--- config.mk ---
export PLATFORM = sky130hd
export DESIGN_NAME = pulse_stretch
export DESIGN_NICKNAME = d
export VERILOG_FILES = /design/src/rtl/pulse_stretch_pkg.sv /design/src/rtl/pulse_stretch.sv
export SDC_FILE = /design/constraint.sdc
export NUM_CORES = 1
export LEC_CHECK = 0
export CORE_ASPECT_RATIO = 0.7
export CORE_MARGIN = 3
export CORE_UTILIZATION = 45
export CTS_CLUSTER_SIZE = 40
export DETAILED_ROUTE_END_ITERATION = 10
export GPL_ROUTABILITY_DRIVEN = 0
export PLACE_DENSITY_LB_ADDON = 0.08
export SYNTH_ARGS = -nofsm -noshare
export SYNTH_HDL_FRONTEND = slang
export SYNTH_SLANG_ARGS = --single-unit
--- constraint.sdc ---
create_clock -name i_clock -period 3.05 [get_ports i_clock]
set_clock_uncertainty 0.05 [all_clocks]
set_input_delay 0.61 -clock i_clock [delete_from_list [all_inputs] [get_ports i_clock]]
set_output_delay 0.61 -clock i_clock [all_outputs]
set_load 0.05 [all_outputs]
--- src/rtl/pulse_stretch_pkg.sv ---
// Shared types and helpers for the pulse stretcher: FSM state encoding and
// the counter-width helper used to size the hold/gap down-counter.
package pulse_stretch_pkg;

    typedef enum logic [1:0] {
        IDLE = 2'd0,
        HOLD = 2'd1,
        GAP  = 2'd2
    } state_e;

    // Bits needed to hold any value 0..max(a,b).
    function automatic int clog2_max(input int a, input int b);
        int m;
        m = (a > b) ? a : b;
        return $clog2(m + 1);
    endfunction

endpackage

--- src/rtl/pulse_stretch.sv ---
// Trigger-to-fixed-width pulse stretcher with enforced low gap and a one-deep
// request queue. Define PULSE_STRETCH_RETRIGGER_EN to let triggers during HOLD extend the pulse.
module pulse_stretch
    import pulse_stretch_pkg::*;
#(
    parameter int HOLD_CYCLES = 10000,
    parameter int GAP_CYCLES  = 1000
) (
    input  logic i_clock,
    input  logic i_reset,
    input  logic i_trigger,
    output logic o_pulse,
    output logic o_busy,
    output logic o_pending
);

    localparam int CNT_W = clog2_max(HOLD_CYCLES, GAP_CYCLES);
    localparam logic [CNT_W-1:0] CNT_ZERO  = {CNT_W{1'b0}};
    localparam logic [CNT_W-1:0] CNT_ONE   = CNT_W'(1);
    localparam logic [CNT_W-1:0] HOLD_LOAD = CNT_W'(HOLD_CYCLES - 1);
    localparam logic [CNT_W-1:0] GAP_LOAD  = (GAP_CYCLES > 0) ? CNT_W'(GAP_CYCLES - 1) : CNT_ZERO;
    localparam bit HAS_GAP = (GAP_CYCLES > 0);

`ifdef PULSE_STRETCH_RETRIGGER_EN
    localparam bit RETRIGGER = 1'b1;
`else
    localparam bit RETRIGGER = 1'b0;
`endif

    // Power-up values match the reset values so FPGA configuration starts idle.
    state_e           state_q   = IDLE;
    logic [CNT_W-1:0] cnt_q     = {CNT_W{1'b0}};
    logic             pending_q = 1'b0;
    logic             pulse_q   = 1'b0;
    logic             busy_q    = 1'b0;

    state_e           state_d;
    logic [CNT_W-1:0] cnt_d;
    logic             pending_d;
    logic             pulse_d;
    logic             busy_d;
    logic             cnt_last_s;
    logic             req_s;

    assign cnt_last_s = (cnt_q == CNT_ZERO);
    assign req_s      = pending_q | i_trigger;

    // Next-state, counter and queued-request logic.
    always_comb begin
        state_d   = state_q;
        cnt_d     = cnt_q;
        pending_d = pending_q;

        case (state_q)
            IDLE: begin
                if (i_trigger) begin
                    state_d = HOLD;
                    cnt_d   = HOLD_LOAD;
                end else begin
                    state_d = IDLE;
                end
            end

            HOLD: begin
                if (RETRIGGER && i_trigger) begin
                    cnt_d = HOLD_LOAD;
                end else if (!cnt_last_s) begin
                    cnt_d     = cnt_q - CNT_ONE;
                    pending_d = req_s;
                end else if (HAS_GAP) begin
                    state_d   = GAP;
                    cnt_d     = GAP_LOAD;
                    pending_d = req_s;
                end else if (req_s) begin
                    // No gap configured: back-to-back pulse merges into one high level.
                    cnt_d     = HOLD_LOAD;
                    pending_d = 1'b0;
                end else begin
                    state_d   = IDLE;
                    cnt_d     = CNT_ZERO;
                    pending_d = 1'b0;
                end
            end

            GAP: begin
                if (!cnt_last_s) begin
                    cnt_d     = cnt_q - CNT_ONE;
                    pending_d = req_s;
                end else if (req_s) begin
                    state_d   = HOLD;
                    cnt_d     = HOLD_LOAD;
                    pending_d = 1'b0;
                end else begin
                    state_d   = IDLE;
                    cnt_d     = CNT_ZERO;
                    pending_d = 1'b0;
                end
            end

            default: begin
                state_d   = IDLE;
                cnt_d     = CNT_ZERO;
                pending_d = 1'b0;
            end
        endcase

        pulse_d = (state_d == HOLD);
        busy_d  = (state_d != IDLE);
    end

    // FSM, down-counter and output registers; reset wins over any trigger.
    always_ff @(posedge i_clock) begin
        if (i_reset) begin
            state_q   <= IDLE;
            cnt_q     <= CNT_ZERO;
            pending_q <= 1'b0;
            pulse_q   <= 1'b0;
            busy_q    <= 1'b0;
        end else begin
            state_q   <= state_d;
            cnt_q     <= cnt_d;
            pending_q <= pending_d;
            pulse_q   <= pulse_d;
            busy_q    <= busy_d;
        end
    end

    assign o_pulse   = pulse_q;
    assign o_busy    = busy_q;
    assign o_pending = pending_q;

endmodule

**After elaboration in Yosys (flattened, before gate mapping)**

Index checks and enable logic that the tools add are counted.
W data, S select, Z words.

- Register bits: 19
- Input bits: 3
- Output and inout port bits: 3
- Logic and storage cells: 26

- Add/sub/neg operators: 1
- Equal/unequal tests: 4
- Mux-type cells: 12
- Bitwise gates (word level): 1
- Reduce and logical (&&, ||, !) cells: 3

Operators by type and width:

| cell | count |
|---|---|
| $mux W14 | 4 |
| $pmux W14 S3 | 1 |
| $logic_not A14 Y1 | 1 |
| $sub A14 B1 Y14 const B | 1 |
| $pmux W2 S3 | 1 |
| $eq A2 B1 Y1 const B | 2 |
| $mux W2 | 2 |
| $mux W1 | 3 |
| $pmux W1 S3 | 1 |
| $eq A2 B2 Y1 const B | 1 |
| $logic_not A2 Y1 | 1 |
| $ne A2 B2 Y1 const B | 1 |
| $reduce_bool A2 Y1 | 1 |
| $or A1 B1 Y1 | 1 |

**Logic depth before layout (Yosys ltp)**

- Depth in word-level cells: 5
- Mapped depth: 9
- Mapped depth without buffers: 7

**Worst setup path after synthesis**

No wires, ideal clock.

- Path type: register to register
- Start point: register cnt_q[0]
- End point: register cnt_q[3]
- Library setup time: 0.074 ns
- Arrival: 2.062 ns
- Path slack: 0.864 ns
- Cell stages (with the launch flop): 8
- Buffers on the path: 0
- Clock period less this slack: 2.186 ns
- Cell sequence: dfxtp_1 > inv_1 > ha_1 > or4b_4 > nor4_4 > a21oi_2 > or3_4 > a31oi_1

- Cells in the longest elaborated chain, start to end: 3
- Elaborated cells between the ends (all ways): 5

RTL lines:

| item | RTL line | text |
|---|---|---|
| from (decl) | pulse_stretch.sv:32 | `logic [CNT_W-1:0] cnt_q = {CNT_W{1'b0}};` |
| from (signal assigned) | pulse_stretch.sv:121 | `cnt_q <= cnt_d;` |
| $sub A14 B1 Y14 / $logic_not A14 Y1 (equally long branches) | pulse_stretch.sv:68, pulse_stretch.sv:87, pulse_stretch.sv:45 |  |
| $mux W14, on equally long branches | pulse_stretch.sv:86, pulse_stretch.sv:67 |  |
| $pmux W14 S3 (*) | pulse_stretch.sv:54 | `case (state_q)` |

Every way passes the cells marked *; elsewhere a longest branch is shown, timed or not.
A chain may end at the register's enable or synchronous reset.

**Worst setup path after layout**

Same ends and word-level chain as after synthesis.

==> out/results.ini <==
[finish]
layout_commonest_cell = dfxtp_1
mostFrequentLayoutCells = dfxtp_1, nor2_1, nand2_1
drive_gt1_frac = 0.127
fin_util = 0.575
areaGrowthSynthToFinish_pct = 12.4
num_antenna_cells = 0
nets = 167

[min_path]
min-delay-path-class = reg2reg
min_from = cnt_q[7]$_SDFFE_PP0P_

[pwr]
power_w = 0.000681
power_density_mw_per_mm2 = 509
power_frac_clock = 0.261
p_int_w = 0.000441
power_switching_w = 0.000240
power_frac_comb = 0.313
p_seq_frac = 0.426
swShare = 0.352
ir_drop_mv = 0.200
p_leak_nw = 0.487

[clock_network]
cts_hold_buf = 0
numCtsBuffers = 3
clock_latency_ps = 260
post_cts.repair.setup_buffers = 0
cts_resized = 0
cts_tree = yes
clkTransAtPathRegs_ps = 70
htreeDepth = 1
clockBufferDepth = 2
cts_root_buf = clkbuf_8
clkSinkCount = 19

[sta]
setup_viol = 0
rsz0062_at_grt = no
fin_hold_ws_ps = 451
period_share = 0.755
drv_slew = 0
finalWorstSetupSlack_ps = 747
worstMarginPinSlew_ps = 582
slew-limit-headroom = 0.609
fmax_mhz = 434
hold_viol = 0
tns_ps = 0
period_needed_ps = 2300

[floorplan]
die_x_um = 67.5
die_area_mm2 = 0.00331
initial_core_util = 0.511
core.rowCount = 14
ios = 6
core_mm2 = 0.00233
die_y_um = 49.0

[route]
wl_per_cell_um = 16.3
antenna_left = 0
vias_per_cell = 6.51
wl_um = 3090
via_count = 1237
dr.pass1.iters = 4
drc_errors = 0
drt_iter0_markers = 177

[placement]
port_buffers = 5
detailedPlace.worstSlack_ps = 563
hpwl_um = 2330

[critical_path]
crit_start = cnt_q[0]$_SDFFE_PP0P_
critical_path.startpoint_type = flip-flop
cpPeakStageDelay_ps = 540
path_buf_inv = 2
r2r_start = cnt_q[0]$_SDFFE_PP0P_
crit_required_ps = 3190
critical_path.top_delay_family = simple AND/OR/NAND/NOR gates
critPathSlowestCell = or4b_4
end_kind = flip-flop
worstSetupPathType = reg2reg
path_max_fanout = 9
critical_path.cell_chain = inv_1, ha_1, or4b_4, nor4_4, buf_4, a21oi_2, or3_4, a31oi_1
crit_arrival_ps = 2450

[synthesis]
yosysUniqueCellTypes = 43
syn-instance-count = 150
netlist_area_mm2 = 0.00119
avgSynthCellArea_um2 = 7.94
syn-num-nets = 158
ys_seq_elements = 19
yosys-top-cells-area = dfxtp_1, ha_1, o21ai_0
netlist.top_cell.by_area = dfxtp_1
synth_top_area_frac = 0.319
yosys_warnings = 0
synth-seq-area-share = 0.319

[grt]
use_met2 = 0.302
grt_pass1_wl_um = 5290
grt_max_degree = 16
met1_usage = 0.300
use_met3 = 0.0576
grt_overflow = 0
antenna_found_initial = 0
grt_pass1_vias = 1101
top_usage_layer = met2
grt.total_usage = 0.207

[run_status]
status = completed

[run]
maxCapViolCount = 0

## stage by stage
step | instance area (um^2) | instances
final | 1340 | 190
after global routing | 1340 | 190
after CTS | 1340 | 190
after detailed placement | 1290 | 186
after global placement | 1290 | 186
after floorplan | 1190 | 150
## logic make-up (layout without fill, tap and decap cells)
kind of cell               after synthesis  after routing  synth area share
AOI/OAI and AO/OA                       51             51             0.282
xor gates and xnor gates                 1              1           0.00735
adders and majority gates                5              5            0.0525
buffers and inverters                   11             19            0.0347
DFF                                     19             19             0.319
and+or+nand+nor                         63             63             0.305
## synth_stat cells, drive strengths merged
cell	n
nor3	11
a311oi	3
a31oi	8
nor3b	1
nor4	4
inv	6
nand2	12
xor2	1
ha	5
or2	3
nand3b	1
nor4b	1
a211oi	1
a221oi	1
o21ba	1
nand4	2
nor2	13
o21a	2
dfxtp	19
o2bb2ai	1
clkbuf	5
nand3	2
o22ai	3
o21ai	11
nor2b	1
or4	2
a21boi	1
o21bai	1
nand2b	1
or4b	1
o311a	1
or3	8
a21o	4
a311o	1
a21oi	10
o211ai	2
## final cells by class
cell class | count | area (um^2)
clock buffer | 3 | 41.3
clock inverter | 1 | 5.00
fill | 210 | 991
inverter | 6 | 22.5
multi-input combinational | 120 | 769
sequential | 19 | 380
tap | 32 | 40.0
timing repair buffer | 9 | 80.1
## worst register-to-register path: stages (launching register included)
cell	delay [ps]
dfxtp_1	350
inv_1	70
ha_1	220
or4b_4	540
nor4_4	210
buf_4	200
a21oi_2	60
or3_4	380
a31oi_1	150
## routing by layer
metal	up-vias	part of all wire
met5	-	0
met4	0	0.024
met3	16	0.12
met2	72	0.41
met1	563	0.45
li1	586	-
## sequential cells by signal, summed over array words and instances, names as in the netlist
signal / count
state_q: 2
o_pending: 1
o_pulse: 1
o_busy: 1
cnt_q: 14
## power by group through the flow
stage / logic, W / registers, W / clock network (W)
2_1_floorplan: 0.000144 / 0.000299 / 0
3_3_place_gp: 0.000205 / 0.000294 / 0
3_5_place_dp: 0.000206 / 0.000295 / 0
4_1_cts: 0.000207 / 0.000290 / 0.000179
5_1_grt: 0.000232 / 0.000294 / 0.000195
6_report: 0.000213 / 0.000290 / 0.000178
## path summary, 6_finish.rpt
path / end / slack (ps) / cells after the start
min reg2reg: cnt_q[7]$_SDFFE_PP0P_ / 450 / 2
max reg2reg: cnt_q[3]$_SDFFE_PP0P_ / 750 / 8
max: cnt_q[3]$_SDFFE_PP0P_ / 750 / 8
min: cnt_q[7]$_SDFFE_PP0P_ / 450 / 2
No activity file was read; power rests on OpenSTA's default activity.
